<file path="config.mk">
export PLATFORM = sky130hd
export DESIGN_NAME = wb_port_arbiter
export DESIGN_NICKNAME = d
export VERILOG_FILES = /design/src/rtl/wb_pkg.sv /design/src/rtl/rr_arbiter3.sv /design/src/rtl/wb_port_arbiter.sv
export SDC_FILE = /design/constraint.sdc
export NUM_CORES = 1
export LEC_CHECK = 0
export CORE_MARGIN = 2
export CORE_UTILIZATION = 45
export CTS_CLUSTER_DIAMETER = 80
export CTS_CLUSTER_SIZE = 8
export DETAILED_ROUTE_END_ITERATION = 6
export PLACE_DENSITY = 0.88
export SYNTH_ARGS = -nofsm -noshare
export SYNTH_HDL_FRONTEND = slang
export SYNTH_HIERARCHICAL = 1
export SYNTH_SLANG_ARGS = --single-unit
</file>
<file path="constraint.sdc">
create_clock -name clk -period 5 [get_ports clk]
set_input_delay 1 -clock clk [delete_from_list [all_inputs] [get_ports clk]]
set_output_delay 1 -clock clk [all_outputs]
set_load 0.01 [all_outputs]
</file>
<file path="src/rtl/wb_pkg.sv">
// Shared definitions for the writeback-port arbiter: requester indices and the round-robin pointer.
// Pure declarations; no latency or backpressure of its own.
package wb_pkg;

  typedef logic [1:0] ptr_t;

  localparam int   NUM_REQ = 3;
  localparam ptr_t REQ_ALU = 2'd0;
  localparam ptr_t REQ_MEM = 2'd1;
  localparam ptr_t REQ_MDU = 2'd2;

  // Successor in the ALU -> MEM -> MDU ring; the unused encoding 3 folds back to ALU.
  function automatic ptr_t nextPtr(input ptr_t idx);
    ptr_t res;
    if (idx >= REQ_MDU) begin
      res = REQ_ALU;
    end else begin
      res = idx + 2'd1;
    end
    return res;
  endfunction

endpackage

</file>
<file path="src/rtl/rr_arbiter3.sv">
// Combinational three-way round-robin pick starting at the pointer; zero latency.
// Grants at most one request, and only one that is asserted; holds no state.
module rr_arbiter3
  import wb_pkg::*;
(
  input  logic [NUM_REQ-1:0] req,
  input  ptr_t               ptr,
  output logic [NUM_REQ-1:0] grant,
  output ptr_t               winner,
  output logic               anyGrant
);

  ptr_t idx;
  logic found;

  always_comb begin
    grant  = '0;
    winner = REQ_ALU;
    found  = 1'b0;
    idx    = (ptr > REQ_MDU) ? REQ_ALU : ptr;
    for (int i = 0; i < NUM_REQ; i++) begin
      if (!found && req[idx]) begin
        grant[idx] = 1'b1;
        winner     = idx;
        found      = 1'b1;
      end
      idx = nextPtr(idx);
    end
  end

  assign anyGrant = |req;

endmodule

</file>
<file path="src/rtl/wb_port_arbiter.sv">
// Round-robin arbiter for the register-file write port with a pending-write scoreboard; write appears one cycle after the handshake.
// Losers see ready low and hold their request; every ready is forced low while rst is high.
module wb_port_arbiter
  import wb_pkg::*;
#(
  parameter int data_len = 32,
  parameter int addr_len = 5
) (
  input  logic                   clk,
  input  logic                   rst,
  input  logic                   alu_valid,
  input  logic [addr_len-1:0]    alu_rd,
  input  logic [data_len-1:0]    alu_data,
  output logic                   alu_ready,
  input  logic                   mem_valid,
  input  logic [addr_len-1:0]    mem_rd,
  input  logic [data_len-1:0]    mem_data,
  output logic                   mem_ready,
  input  logic                   mdu_valid,
  input  logic [addr_len-1:0]    mdu_rd,
  input  logic [data_len-1:0]    mdu_data,
  output logic                   mdu_ready,
  input  logic                   lock_valid,
  input  logic [addr_len-1:0]    lock_rd,
  output logic                   RegWrite,
  output logic [addr_len-1:0]    writeReg,
  output logic [data_len-1:0]    writeData,
  output logic [2**addr_len-1:0] pending
);

  localparam int NUM_REGS = 2**addr_len;

  ptr_t                ptr;
  ptr_t                winner;
  logic [NUM_REQ-1:0]  reqVec;
  logic [NUM_REQ-1:0]  grant;
  logic                anyGrant;
  logic [addr_len-1:0] selRd;
  logic [data_len-1:0] selData;
  logic [NUM_REGS-1:0] pendingNext;

  assign reqVec = {mdu_valid, mem_valid, alu_valid};

  rr_arbiter3 u_rr (
    .req      (reqVec),
    .ptr      (ptr),
    .grant    (grant),
    .winner   (winner),
    .anyGrant (anyGrant)
  );

  assign alu_ready = grant[REQ_ALU] & ~rst;
  assign mem_ready = grant[REQ_MEM] & ~rst;
  assign mdu_ready = grant[REQ_MDU] & ~rst;

  always_comb begin
    selRd   = alu_rd;
    selData = alu_data;
    case (winner)
      REQ_MEM: begin
        selRd   = mem_rd;
        selData = mem_data;
      end
      REQ_MDU: begin
        selRd   = mdu_rd;
        selData = mdu_data;
      end
      default: begin
        selRd   = alu_rd;
        selData = alu_data;
      end
    endcase
  end

  // Clear first so a lock issued in the same cycle re-arms the bit.
  always_comb begin
    pendingNext = pending;
    if (anyGrant && winner != REQ_ALU) begin
      pendingNext[selRd] = 1'b0;
    end
    if (lock_valid && lock_rd != '0) begin
      pendingNext[lock_rd] = 1'b1;
    end
    pendingNext[0] = 1'b0;
  end

  always_ff @(posedge clk or posedge rst) begin
    if (rst) begin
      ptr       <= REQ_ALU;
      RegWrite  <= 1'b0;
      writeReg  <= '0;
      writeData <= '0;
      pending   <= '0;
    end else begin
      pending <= pendingNext;
      if (anyGrant) begin
        ptr       <= nextPtr(winner);
        RegWrite  <= (selRd != '0);
        writeReg  <= selRd;
        writeData <= selData;
      end else begin
        RegWrite <= 1'b0;
      end
    end
  end

endmodule

</file>
==> reports/qor.yml <==
outcome:
  run_status: "finished, final reports clean"
worst_setup_path:
  worstReg2RegStart: "ptr[0]"
  critical_path_class: "in -> reg"
  cp.arrival_ns: 4.73
  rrSetupSlack_ns: 0.88
  reg2reg_to: "pending[3]"
  timing.critical_path.to_type: "flop"
  timing.critical_path.required_ns: 5.25
  path_delay_family: "compound AO/OA/AOI/OAI gates"
  path_max_fanout: 35
  path_depth: 11
  reg2regPathDepth: 12
  end_point_of_the_critical_path: "pending[3]"
  cp-startpoint: "alu_valid"
  slowest_stage: "ha_1"
  critPathBufInv: 3
  critPathMaxStageDelay_ns: 0.87
  launching_element_type_of_the_critical_path: "input port"
  critical_path.cell_chain: "clkdlybuf4s50_1, nand2b_1, a21oi_1, o21ai_0, a21oi_1, inv_1, ha_1, inv_2, o21ai_1, o21ai_0, o211ai_1"
floorplanning:
  coreArea_sq_um: 9110
  die_area_sq_um: 10000
  core.rowCount: 35
  io-pin-count: 195
  dieWidth_microns: 100
  die_h_microns: 100
  start_util_pct: 45.5
final_layout:
  antennaDiodeCount: 0
  design.final.nets: 757
  synthToLayoutAreaGrowth_pct: 50.9
  final_std_cell_area_no_fill_sq_um: 6260
  fraction_of_final_layout_cells_sized_beyond_drive_strength_1_pct: 7.29
  final.fill_count: 693
clock_network:
  clockRootBuffer: "clkbuf_8"
  cts.reportedPaths.clkPinSlew_ns: 0.07
  cts_sinks: 71
  post-cts-setup-buffer-count: 0
  holdBufCountCts: 0
  cts.path.max_buffers: 2
  number_of_levels_the_h_tree_was_split_into: 3
  clock_latency_on_the_worst_skew_pair_ns: 0.35
  cts_buffers: 9
  cts_tree: "done"
  post_cts_resized: 0
sta:
  max_freq_ghz: 0.223
  slew_viol_final: 0
  setup-violations-final: 0
  setup-tns-final_ns: 0
  final.setup_skew_ns: 0.0113
  rsz_0062_raised_after_global_routing: "no"
  post-route-min-period_ns: 4.48
  worst-slew-pin-transition_ns: 0.858
  max_slew_margin_pct: 42.7
  finalCritPeriodShare_pct: 89.6
  number_of_hold_slack_violations_in_the_final_timing_report: 0
worst_hold_path:
  hold_start: "writeData[21]"
  timing.hold.worst.class: "reg -> reg"
global_routing:
  met3_usage_pct: 5.43
  maximum_number_of_pins_on_one_net_before_global_route_repair: 66
  busiest_layer: "met2"
  gr-usage-met1_pct: 36.9
  grt_pass1_vias: 4235
  globalRouteMet2Util_pct: 45.9
  global_route_wire_length_before_repair_microns: 22000
  grt_antenna_before_repair: 0
  gr-usage-all-layers_pct: 27.9
  grt_overflow: 0
drt:
  routed_via_density: 5.95
  ant_nets: 0
  drtIter0Drc: 338
  drtPass1Iterations: 5
  via_count: 4416
  drc_errors: 0
  routed_wl_microns: 14400
  avgRoutedWirePerCell_microns: 19.4
power_and_ir_drop:
  power.internal_mw: 2.61
  cellPowerDensity_nw_per_um2: 837
  pwr-share-comb_pct: 72.0
  cellLeakagePower_nw: 2.50
  p_seq_share_pct: 20.0
  sw_frac_of_total_pct: 50.2
  max-vdd-ir-drop_mv: 1.02
  power.net_switching_mw: 2.63
  share_clk_of_total_power_pct: 8.0
synth:
  synth.yosys.seq_area_share_pct: 42.8
  syn_area_per_cell_sq_um: 9.22
  synth-edff-count: 0
  mappedNetlistNets: 581
  synth_top_flop_cell: "dfrtp_1"
  netlist-cell-type-count: 49
  synth_area_sq_um: 4150
  syn-instance-count: 450
  synth.yosys.warnings: 6
  synth-async-reset-ratio_pct: 100
  ys_seq_elements: 71
flow_run:
  maxCapViolations: 0
placed_design:
  port-buffer-count: 193
  detailed_place.area_sq_um: 6090
  place_hpwl_microns: 10700
  routabilityCongestion: 0.937
layer usage:
metal / part of all wire, % / vias up
li1: - / 2023
met1: 40 / 2136
met2: 50 / 222
met3: 7.4 / 35
met4: 2.7 / 0
met5: 0 / -
logic make-up (layout without fill, tap and decap cells):
| logic type | count (synthesis) | count (layout) | synth area share (%) |
|---|---|---|---|
| buf+inv | 47 | 228 | 5.46 |
| flops | 71 | 71 | 42.8 |
| compound gates | 149 | 149 | 27.0 |
| other cells | 1 | 1 | 0.0904 |
| mux | 15 | 15 | 4.28 |
| simple gates | 158 | 158 | 17.6 |
| fa+ha+maj | 9 | 9 | 2.71 |
cell usage after synthesis (2+ instances only):
library cell,number,share of area [%]
nand2b_1,2,0.30
and3_1,2,0.30
o211ai_1,6,1.1
buf_4,3,0.54
mux2i_1,5,1.2
nand3_1,21,2.5
nor2_1,39,3.5
a21oi_2,3,0.63
clkbuf_1,14,1.3
nor3_1,22,2.7
o21a_1,2,0.36
mux2_2,8,2.2
inv_1,12,1.1
ha_1,9,2.7
o31ai_1,33,6.0
buf_1,6,0.54
buf_2,7,0.84
o21ai_0,20,2.4
buf_6,4,1.1
o21ai_1,6,0.72
nor2b_1,4,0.60
o22ai_1,2,0.30
o41ai_1,7,1.5
nand2_1,54,4.9
nor3b_1,4,0.72
a21o_1,22,4.0
a21oi_1,6,0.72
a22oi_2,3,0.90
and3b_1,3,0.63
dfrtp_1,71,43
a221oi_1,32,6.8
layout make-up:
type	count	area (sq um)	share of cell area, %
multi-input combinational	332	2150	34.3
timing repair buffer	199	1980	31.6
sequential	71	1780	28.4
tap	111	139	2.22
clock buffer	10	128	2.04
inverter	13	48.8	0.779
clock inverter	6	46.3	0.739
stage by stage:
step | hold slack, ns | cells | setup slack [ns] | utilization (%) | total power [mW]
global route | 0.508 | 742 | 0.307 | 68.7 | 5.60
global placement | 0.461 | 726 | 0.513 | 66.8 | 4.61
detailed placement | 0.468 | 726 | 0.257 | 66.8 | 4.77
CTS | 0.484 | 742 | 0.611 | 68.7 | 5.20
floorplan | 0.518 | 450 | 1.82 | - | 3.59
finish | 0.481 | 742 | 0.519 | 68.7 | 5.24
placed cells by master (no fill, tap or decap), drive strengths merged, types with 6 or more instances in the layout:
| master | n |
|---|---|
| mux2i | 6 |
| nand2 | 54 |
| a21oi | 9 |
| dfrtp | 71 |
| o31ai | 33 |
| clkbuf | 10 |
| a221oi | 32 |
| inv | 13 |
| o211ai | 6 |
| a21o | 23 |
| o41ai | 7 |
| ha | 9 |
| buf | 6 |
| nand3 | 21 |
| clkdlybuf4s50 | 193 |
| mux2 | 9 |
| nor3 | 23 |
| nor2 | 39 |
| o21ai | 27 |
power groups by stage:
| stage | Clock [mW] | Sequential, mW | Combinational (mW) |
|---|---|---|---|
| after floorplan | 0 | 1.13 | 2.45 |
| after global routing | 0.447 | 1.08 | 4.08 |
| after CTS | 0.419 | 1.05 | 3.74 |
| after global placement | 0 | 1.04 | 3.57 |
| after detailed placement | 0 | 1.05 | 3.71 |
| final | 0.418 | 1.05 | 3.78 |
state kept, by name (all words and copies together), names as in the netlist:
name and flops:
RegWrite 1, pending 31, ptr 2, writeData 32, writeReg 5
worst min path at each step:
stage,end,slack [ns],depth (start not counted)
finish,writeData[21],0.48,1
global route,writeData[22],0.51,2
CTS,writeData[21],0.48,1
detailed placement,writeData[21],0.47,1
global placement,writeData[16],0.46,1
floorplan,writeData[2],0.52,1
Note: power is estimated with default switching activity, not from simulation.
